--- src/rtl/cf_fft_stage_seq_if.sv ---
// cf_fft_stage_seq_if: control and butterfly-address bundle between the FFT sequencer and its host
interface cf_fft_stage_seq_if #(parameter int LOG2N = 10);
    localparam int STAGE_W = ($clog2(LOG2N) < 1) ? 1 : $clog2(LOG2N);
    logic clear;
    logic enable;
    logic start;
    logic inverse;
    logic busy;
    logic bfly_valid;
    logic [LOG2N-1:0] addr_a;
    logic [LOG2N-1:0] addr_b;
    logic [LOG2N-2:0] tw_idx;
    logic tw_conj;
    logic [STAGE_W-1:0] stage;
    logic bank_sel;
    logic done;
    modport master (
        output clear, enable, start, inverse,
        input busy, bfly_valid, addr_a, addr_b, tw_idx, tw_conj, stage, bank_sel, done
    );
    modport slave (
        input clear, enable, start, inverse,
        output busy, bfly_valid, addr_a, addr_b, tw_idx, tw_conj, stage, bank_sel, done
    );
endinterface

--- src/rtl/cf_fft_stage_seq.sv ---
// cf_fft_stage_seq: walks all stages of an in-place radix-2 FFT, issuing butterfly addresses and twiddles
module cf_fft_stage_seq #(
    parameter int LOG2N = 10,
    parameter int STAGE_GAP = 4
) (
    input logic clock_c,
    input logic reset_n,
    cf_fft_stage_seq_if.slave bus
);
    localparam int STAGE_W = ($clog2(LOG2N) < 1) ? 1 : $clog2(LOG2N);
    localparam int KW = LOG2N - 1;
    localparam int GW = (STAGE_GAP > 1) ? $clog2(STAGE_GAP) : 1;
    localparam logic [STAGE_W-1:0] LAST_S = STAGE_W'(LOG2N - 1);
    localparam logic [GW-1:0] LAST_G = GW'((STAGE_GAP > 0) ? STAGE_GAP - 1 : 0);
    localparam logic [LOG2N-1:0] ONE = LOG2N'(1);
    typedef enum logic [1:0] {IDLE, RUN, GAP, DONE} state_t;
    state_t state, nxt_state;
    logic [KW-1:0] k, nxt_k;
    logic [STAGE_W-1:0] s, nxt_s;
    logic [GW-1:0] g, nxt_g;
    logic nxt_bank, nxt_conj, stage_end;
    logic [LOG2N-1:0] kx, mask, nxt_a, nxt_b;
    logic [KW-1:0] nxt_tw;

    assign bus.stage = s;

    always_ff @(posedge clock_c or negedge reset_n) begin
        if (!reset_n) begin
            state <= IDLE;
            k <= '0;
            s <= '0;
            g <= '0;
            bus.bank_sel <= 1'b0;
            bus.tw_conj <= 1'b0;
            bus.busy <= 1'b0;
            bus.bfly_valid <= 1'b0;
            bus.done <= 1'b0;
            bus.addr_a <= '0;
            bus.addr_b <= '0;
            bus.tw_idx <= '0;
        end else begin
            state <= nxt_state;
            k <= nxt_k;
            s <= nxt_s;
            g <= nxt_g;
            bus.bank_sel <= nxt_bank;
            bus.tw_conj <= nxt_conj;
            bus.busy <= (nxt_state == RUN) || (nxt_state == GAP);
            bus.bfly_valid <= bus.enable && !bus.clear && (nxt_state == RUN);
            bus.done <= bus.enable && !bus.clear && (nxt_state == DONE);
            bus.addr_a <= nxt_a;
            bus.addr_b <= nxt_b;
            bus.tw_idx <= nxt_tw;
        end
    end

    // clear is folded in last so it overrides everything the enable path decided
    always_comb begin
        nxt_state = state;
        nxt_k = k;
        nxt_s = s;
        nxt_g = g;
        nxt_bank = bus.bank_sel;
        nxt_conj = bus.tw_conj;
        stage_end = 1'b0;
        if (bus.enable) begin
            unique case (state)
                IDLE: if (bus.start) begin
                    nxt_state = RUN;
                    nxt_k = '0;
                    nxt_s = '0;
                    nxt_g = '0;
                    nxt_bank = 1'b0;
                    nxt_conj = bus.inverse;
                end
                RUN: begin
                    nxt_k = k + KW'(1);
                    if (&k) begin
                        nxt_state = GAP;
                        nxt_g = '0;
                        stage_end = (STAGE_GAP == 0);
                    end
                end
                GAP: begin
                    nxt_g = g + GW'(1);
                    stage_end = (g == LAST_G);
                end
                DONE: nxt_state = IDLE;
            endcase
        end
        if (stage_end) begin
            nxt_state = (s == LAST_S) ? DONE : RUN;
            nxt_s = (s == LAST_S) ? s : s + STAGE_W'(1);
            nxt_bank = bus.bank_sel ^ (s != LAST_S);
        end
        if (bus.clear) begin
            nxt_state = IDLE;
            nxt_k = '0;
            nxt_s = '0;
            nxt_g = '0;
            nxt_bank = 1'b0;
            nxt_conj = 1'b0;
        end
    end

    // insert a zero at bit s of k to get the top operand; the bottom one sets that bit
    always_comb begin
        kx = LOG2N'(nxt_k);
        mask = (ONE << nxt_s) - ONE;
        nxt_a = (nxt_state == RUN) ? (((kx & ~mask) << 1) | (kx & mask)) : '0;
        nxt_b = (nxt_state == RUN) ? (nxt_a | (ONE << nxt_s)) : '0;
        nxt_tw = (nxt_state == RUN) ? KW'((kx & mask) << (KW - 32'(nxt_s))) : '0;
    end
endmodule

--- src/flat_wrapper.sv ---
// flat-port wrapper written by rule: the top's interface ports become plain ports
module cf_fft_stage_seq_flat 
#(
    parameter int LOG2N = 10,
    parameter int STAGE_GAP = 4
)
  (clock_c, reset_n, bus_clear, bus_enable, bus_start, bus_inverse, bus_busy, bus_bfly_valid, bus_addr_a, bus_addr_b, bus_tw_idx, bus_tw_conj, bus_stage, bus_bank_sel, bus_done);
  cf_fft_stage_seq_if #(.LOG2N(LOG2N)) bus_i ();
  input logic clock_c;
  input logic reset_n;
  input wire logic [$bits(bus_i.clear)-1:0] bus_clear;
  input wire logic [$bits(bus_i.enable)-1:0] bus_enable;
  input wire logic [$bits(bus_i.start)-1:0] bus_start;
  input wire logic [$bits(bus_i.inverse)-1:0] bus_inverse;
  output wire logic [$bits(bus_i.busy)-1:0] bus_busy;
  output wire logic [$bits(bus_i.bfly_valid)-1:0] bus_bfly_valid;
  output wire logic [$bits(bus_i.addr_a)-1:0] bus_addr_a;
  output wire logic [$bits(bus_i.addr_b)-1:0] bus_addr_b;
  output wire logic [$bits(bus_i.tw_idx)-1:0] bus_tw_idx;
  output wire logic [$bits(bus_i.tw_conj)-1:0] bus_tw_conj;
  output wire logic [$bits(bus_i.stage)-1:0] bus_stage;
  output wire logic [$bits(bus_i.bank_sel)-1:0] bus_bank_sel;
  output wire logic [$bits(bus_i.done)-1:0] bus_done;
  assign bus_i.clear = bus_clear;
  assign bus_i.enable = bus_enable;
  assign bus_i.start = bus_start;
  assign bus_i.inverse = bus_inverse;
  assign bus_busy = bus_i.busy;
  assign bus_bfly_valid = bus_i.bfly_valid;
  assign bus_addr_a = bus_i.addr_a;
  assign bus_addr_b = bus_i.addr_b;
  assign bus_tw_idx = bus_i.tw_idx;
  assign bus_tw_conj = bus_i.tw_conj;
  assign bus_stage = bus_i.stage;
  assign bus_bank_sel = bus_i.bank_sel;
  assign bus_done = bus_i.done;
  cf_fft_stage_seq #(.LOG2N(LOG2N), .STAGE_GAP(STAGE_GAP)) u_core (.clock_c(clock_c), .reset_n(reset_n), .bus(bus_i));
endmodule
--- config.mk ---
export PLATFORM = sky130hd
export DESIGN_NAME = cf_fft_stage_seq_flat
export DESIGN_NICKNAME = d
export VERILOG_FILES = /design/src/rtl/cf_fft_stage_seq_if.sv /design/src/rtl/cf_fft_stage_seq.sv /design/src/flat_wrapper.sv
export SDC_FILE = /design/constraint.sdc
export NUM_CORES = 1
export LEC_CHECK = 0
export ABC_CLOCK_PERIOD_IN_PS = 5600
export BUFFER_PORTS_ARGS = -buffer_cell sky130_fd_sc_hd__buf_2
export CORE_UTILIZATION = 55
export DETAILED_ROUTE_END_ITERATION = 16
export PLACE_DENSITY = 0.85
export SLEW_MARGIN = 20
export SYNTH_ARGS = -nofsm -noshare
export SYNTH_HDL_FRONTEND = slang
export SYNTH_SLANG_ARGS = --single-unit
--- constraint.sdc ---
create_clock -name clock_c -period 5.6 [get_ports clock_c]
set_input_delay 1.12 -clock clock_c [delete_from_list [all_inputs] [get_ports clock_c]]
set_output_delay 1.12 -clock clock_c [all_outputs]
set_load 0.01 [all_outputs]
Word level (Yosys, flattened, before mapping)
Cells that the tools add are included.
{"block": "totals", "wordCells": 89, "out_inout_bits": 38, "in_bits": 6, "ff_bits": 51}
{"block": "classes", "mux": 36, "n_bitwise": 6, "n_eq_ne": 11, "reduce_logical": 17, "n_addsub": 5, "shift": 2}
{"cell": "9-bit 2-to-1 mux", "count": 4}
{"cell": "10-bit by 32-bit << shifter with 9-bit output", "count": 1}
{"cell": "4-bit 2-to-1 mux", "count": 6}
{"cell": "10-bit 2-to-1 mux", "count": 2}
{"cell": "2-bit 2-to-1 mux", "count": 10}
{"cell": "10-bit bitwise OR", "count": 2}
{"cell": "9-bit case mux with 2 select lines", "count": 1}
{"cell": "2-bit case mux with 3 select lines", "count": 2}
{"cell": "1-bit 2-to-1 mux", "count": 11}
{"cell": "9-bit by 10-bit AND with 10-bit output", "count": 1}
{"cell": "2-bit == test, second input constant", "count": 5}
{"cell": "1-bit by 4-bit << shifter with 10-bit output, first input constant", "count": 1}
{"cell": "10-bit by 1-bit subtractor with 10-bit output, second input constant", "count": 1}
{"cell": "9-bit by 1-bit adder with 9-bit output, second input constant", "count": 1}
{"cell": "9-bit AND", "count": 1}
{"cell": "9-bit inverter", "count": 1}
{"cell": "9-bit AND reduction", "count": 1}
{"cell": "3-bit nonzero test", "count": 3}
{"cell": "3-bit AND reduction", "count": 2}
{"cell": "2-bit nonzero test", "count": 3}
{"cell": "4-bit by 4-bit subtractor with 5-bit output, first input constant", "count": 1}
{"cell": "4-bit by 1-bit adder with 4-bit output, second input constant", "count": 1}
{"cell": "2-bit by 1-bit == test with 1-bit output, second input constant", "count": 2}
{"cell": "4-bit == test, second input constant", "count": 1}
{"cell": "11 further kinds", "count": 13}

Longest topological paths before layout
{"block": "depth", "depth_word": 13, "depth_mapped": 17, "ltp_nobuf": 16}

Worst setup path after synthesis
OpenSTA, ideal clock, no wires.
{"block": "synth_path", "path_type": "input port to flip-flop", "start": "input port bus_enable", "end": "register u_core.bus.tw_idx[5]", "path_slack_ns": 1.699, "stages": 15, "required_time_ns": 5.489, "n_path_buf": 2, "arrival_time_ns": 3.790, "setup_ns": 0.111, "path_cell_list": "and4b_4 and4_4 or3_4 nand2_4 inv_4 buf_6 nor2_1 nand2_1 ha_1 clkbuf_1 nor4_2 a21o_1 nand3_1 nor4b_1 a2111oi_2"}
{"block": "synth_via", "elab_chain_len": 8, "elab_cells_between_ends": 16, "cone_classes": "add/sub: 2; eq/ne: 1; shift: 2; mux: 10; bitwise: 1"}
{"element": "start: declaration", "line": "flat_wrapper.sv:12", "text": "input wire logic [$bits(bus_i.enable)-1:0] bus_enable;"}
{"element": "4-bit 2-to-1 mux / 1-bit 2-to-1 mux (equally long branches)", "line": "cf_fft_stage_seq.sv:66", "text": "if (bus.enable) begin"}
{"element": "4-bit 2-to-1 mux (*)", "line": "cf_fft_stage_seq.sv:91", "text": "if (stage_end) begin"}
{"element": "4-bit 2-to-1 mux (*)", "line": "cf_fft_stage_seq.sv:96", "text": "if (bus.clear) begin"}
{"element": "via u_core.nxt_s[2]", "line": "cf_fft_stage_seq.sv:19", "text": "logic [STAGE_W-1:0] s, nxt_s;"}
{"element": "1-bit by 4-bit << shifter with 10-bit output", "line": "cf_fft_stage_seq.sv:109", "text": "mask = (ONE << nxt_s) - ONE;"}
{"element": "10-bit by 1-bit subtractor with 10-bit output", "line": "cf_fft_stage_seq.sv:109"}
{"element": "9-bit by 10-bit AND with 10-bit output", "line": "cf_fft_stage_seq.sv:112", "text": "nxt_tw = (nxt_state == RUN) ? KW'((kx & mask) << (KW - 32'(nxt_s))) : '0;"}
{"element": "10-bit by 32-bit << shifter with 9-bit output (*)", "line": "cf_fft_stage_seq.sv:112"}
{"element": "9-bit 2-to-1 mux (*)", "line": "cf_fft_stage_seq.sv:112"}
{"element": "via u_core.nxt_tw[5]", "line": "cf_fft_stage_seq.sv:23", "text": "logic [KW-1:0] nxt_tw;"}
{"element": "end signal: assignment", "line": "cf_fft_stage_seq.sv:53", "text": "bus.tw_idx <= nxt_tw;"}
{"element": "end: declaration", "line": "cf_fft_stage_seq_if.sv:23", "text": "output busy, bfly_valid, addr_a, addr_b, tw_idx, tw_conj, stage, bank_sel, done"}
Mark *: on every way through the listed nets, which the timed path passes. The rest lies on a longest branch.
A chain may end at the register's enable or synchronous reset.

Worst setup path in the final report
{"block": "layout_path", "start": "input port bus_enable", "end": "register u_core.bus.tw_idx[3]"}
{"block": "layout_via", "elab_chain_len": 8, "elab_cells_between_ends": 16, "cone_classes": "add/sub: 2; eq/ne: 1; shift: 2; mux: 10; bitwise: 1"}
{"element": "4-bit 2-to-1 mux / 1-bit 2-to-1 mux (equally long branches)", "line": "cf_fft_stage_seq.sv:66"}
{"element": "4-bit 2-to-1 mux", "line": "cf_fft_stage_seq.sv:91"}
{"element": "4-bit 2-to-1 mux", "line": "cf_fft_stage_seq.sv:96"}
{"element": "1-bit by 4-bit << shifter with 10-bit output", "line": "cf_fft_stage_seq.sv:109"}
{"element": "10-bit by 1-bit subtractor with 10-bit output", "line": "cf_fft_stage_seq.sv:109"}
{"element": "9-bit by 10-bit AND with 10-bit output", "line": "cf_fft_stage_seq.sv:112"}
{"element": "10-bit by 32-bit << shifter with 9-bit output", "line": "cf_fft_stage_seq.sv:112"}
{"element": "9-bit 2-to-1 mux (*)", "line": "cf_fft_stage_seq.sv:112"}
{"element": "via u_core.nxt_tw[3]", "line": "cf_fft_stage_seq.sv:23"}
Marks and branches as above.

==> impl_results.md <==
* Leak at 0.00150 uW
* FMAX at 232 MHz
* First-pass GRT wire length at 11000 um
* Min Tclk post-route at 4320 ps
* Buffers added on ports at 43
* Synth top area share at 43.8%
* Ant. Diodes at 0
* WL/cell at 16.2 um
* Clk_lat worst skew at 310 ps
* Area growth syn-to-layout at 11.3%
* Boundary Pins at 44
* Post-CTS sizing at 0
* Grt ovf at 0
* Crit Path Class: in2reg
* H-tree levels at 2
* Share of layout cells above drive strength 1 at 20.5%
* Total Power Consumption at 633 uW
* Worst Tran Pin Value at 621 ps
* Yosys top cell by area: dfrtp_1
* Crit path max fanout at 22
* Synth warn at 0
* Unrepaired setup endpoints after global routing: no
* CP required at 5780 ps
* Routed via count at 2567
* HPWL after detailed placement at 4840 um
* Ys flop type: dfrtp_1
* Final Skew at 4.28 ps
* Cts bufs inserted at 5
* Clock Path Buffers at 2
* Fin. max-slew vios at 0
* Die Ht at 74.8 um
* Post-synthesis cell type count at 68
* Vias in the first global route at 2285
* Cells after Synth at 316
* Mapped Area at 0.00292 mm2
* Top cells by area, synth: dfrtp_1 44%, a21oi_1 4.6%, nor2_1 4.0%, ha_1 3.9%, nand2_1 3.1%
* Crit end category: flip-flop
* Hold WS at 529 ps
* Post-synth EDFFs at 0
* Die area at 0.00560 mm2
* Number of DRC markers in iteration 0 at 212
* Final Hold Fails at 0
* Mapped Nets at 331
* Clock Sinks at 51
* Status: completed
* Number of setup buffers added after CTS at 0
* Most common cell after layout, fill and taps aside: dfrtp_1
* Fin cells at 421
* Core box area at 0.00511 mm2
* Largest net degree at the start of global routing at 52
* Initial Util at 57.1%
* Final ANT Viol Nets at 0
* Fill cell count at 445
* TNS Setup at 0 ps
* Period utilization at 77.1%
* Site row count at 26
* Worst setup SP type: input port
* Cell Pwr Density at 195 mW/mm2
* Sequential area share after synthesis at 43.8%
* CTS tree: yes
* Vias per std cell at 6.10
* Die Wd at 74.8 um
* GRT Overall Usage at 26.0%
* Maxcap violations at 0
* Worst Path Arrival at 4500 ps
* Gpl congestion at 0.902
* Hold/Removal Path Class: reg2reg
* Placed insts at 413
* Routed WL at 6800 um
* Initial antenna violation count at 0
* Rel. slew slack at 58.6%
* Async set-reset flop share out of synthesis at 100%
* Synthesis-stage register bit count at 51
* Synthesized area per cell at 9.23 um2
* CTS clk-pin slew, worst paths at 90 ps
* Maximum VDD drop at 149 uV
* DRC violation count after routing at 0
* 1st-pass router iterations at 5
* Most frequent cells in the layout: 51 x dfrtp_1, 42 x buf_2, 31 x nor2_1, 27 x a21oi_1, 24 x nand2_1
* Hold_buf cts at 0
* Clk root buf: clkbuf_8
* Final setup fails at 0
* Nets at 365
metal layers:
layer	vias to the layer above	part of all wire, %	global-route usage (%)	wire length [um]
li1	1225	-	-	-
met1	1234	45	37.2	3040
met2	100	48	41.4	3280
met3	8	5.7	3.48	385
met4	0	1.4	7.55	97
met5	-	0	0	0
power breakdown:
part / switching [uW] / internal, uW
combinational: 26.1 / 9.14
clock: 123 / 101
sequential: 2.94 / 370
total: 152 / 481
area by class of cell:
cell class                      count  area [um2]  area share, %
Clock buffer                        6        82.6           2.55
Clock inverter                      2        16.3          0.501
Inverter                           14        55.1           1.70
Multi-Input combinational cell    235        1510           46.5
Sequential cell                    51        1280           39.3
Tap cell                           70        87.6           2.70
Timing Repair Buffer               43         218           6.71
worst max-delay path, stage by stage:
cell      delay, ps
buf_2           190
nand4b_1        280
o21a_1          300
o21ai_4         270
inv_2           230
nor2_1          320
nand2_1         170
ha_1            350
a211oi_1        390
mux2i_1         140
a21oi_1         210
nand2_1         110
a221oi_1        410
sequential cells by signal, indices dropped and copies added, names as in the netlist:
| register | count |
|---|---|
| u_core.k | 9 |
| u_core.bus.busy | 1 |
| u_core.g | 2 |
| u_core.bus.done | 1 |
| u_core.bus.addr_a | 10 |
| u_core.bus.addr_b | 10 |
| u_core.bus.bank_sel | 1 |
| u_core.bus.tw_conj | 1 |
| u_core.state | 2 |
| u_core.bus.bfly_valid | 1 |
| u_core.bus.stage | 4 |
| u_core.bus.tw_idx | 9 |
logic make-up after synthesis:
logic type	synth area share [%]
buf+inv	4.46
fa+ha+maj	3.86
xor+xnor	0.601
flops	43.8
mux	1.42
simple gates	25.0
compound gates	20.9
synthesized netlist by cell type, drive strengths merged, types with 2 or more instances:
master / count
ha: 9
a21boi: 3
o221ai: 2
a22oi: 3
o21ai: 16
nand3: 14
a21oi: 27
nand4b: 2
a21o: 3
a211oi: 10
a31oi: 5
nor4b: 3
and3b: 2
dfrtp: 51
clkbuf: 11
nand2: 25
buf: 5
and3: 7
o41a: 2
nor3: 13
or3: 6
inv: 13
nor4: 3
and2: 4
mux2i: 3
nand3b: 5
nor2: 33
o21a: 3
o22ai: 2
nor2b: 2
a221oi: 2
nand2b: 5
path summary, 6_finish.rpt:
check                                        to  slack [ps]          startpoint  cells past startpoint
setup / recovery           u_core.bus.tw_idx[3]        1280          bus_enable                     13
hold / removal               u_core.bus.tw_conj         530  u_core.bus.tw_conj                      2
setup reg to reg           u_core.bus.tw_idx[3]        1590     u_core.state[0]                     12
hold reg to reg              u_core.bus.tw_conj         530  u_core.bus.tw_conj                      2
max in group asynchronous  u_core.bus.addr_b[0]        4360             reset_n                      1
min in group asynchronous           u_core.g[1]         820             reset_n                      1
stage by stage:
step	setup WS [ps]	utilization [%]	area, um2
finish	1280	63.5	3240
CTS	1380	63.5	3240
global placement	1260	61.5	3140
floorplan	1700	-	2920
global route	1060	63.5	3240
detailed placement	1070	61.5	3140
(Power assumes the default switching activity.)
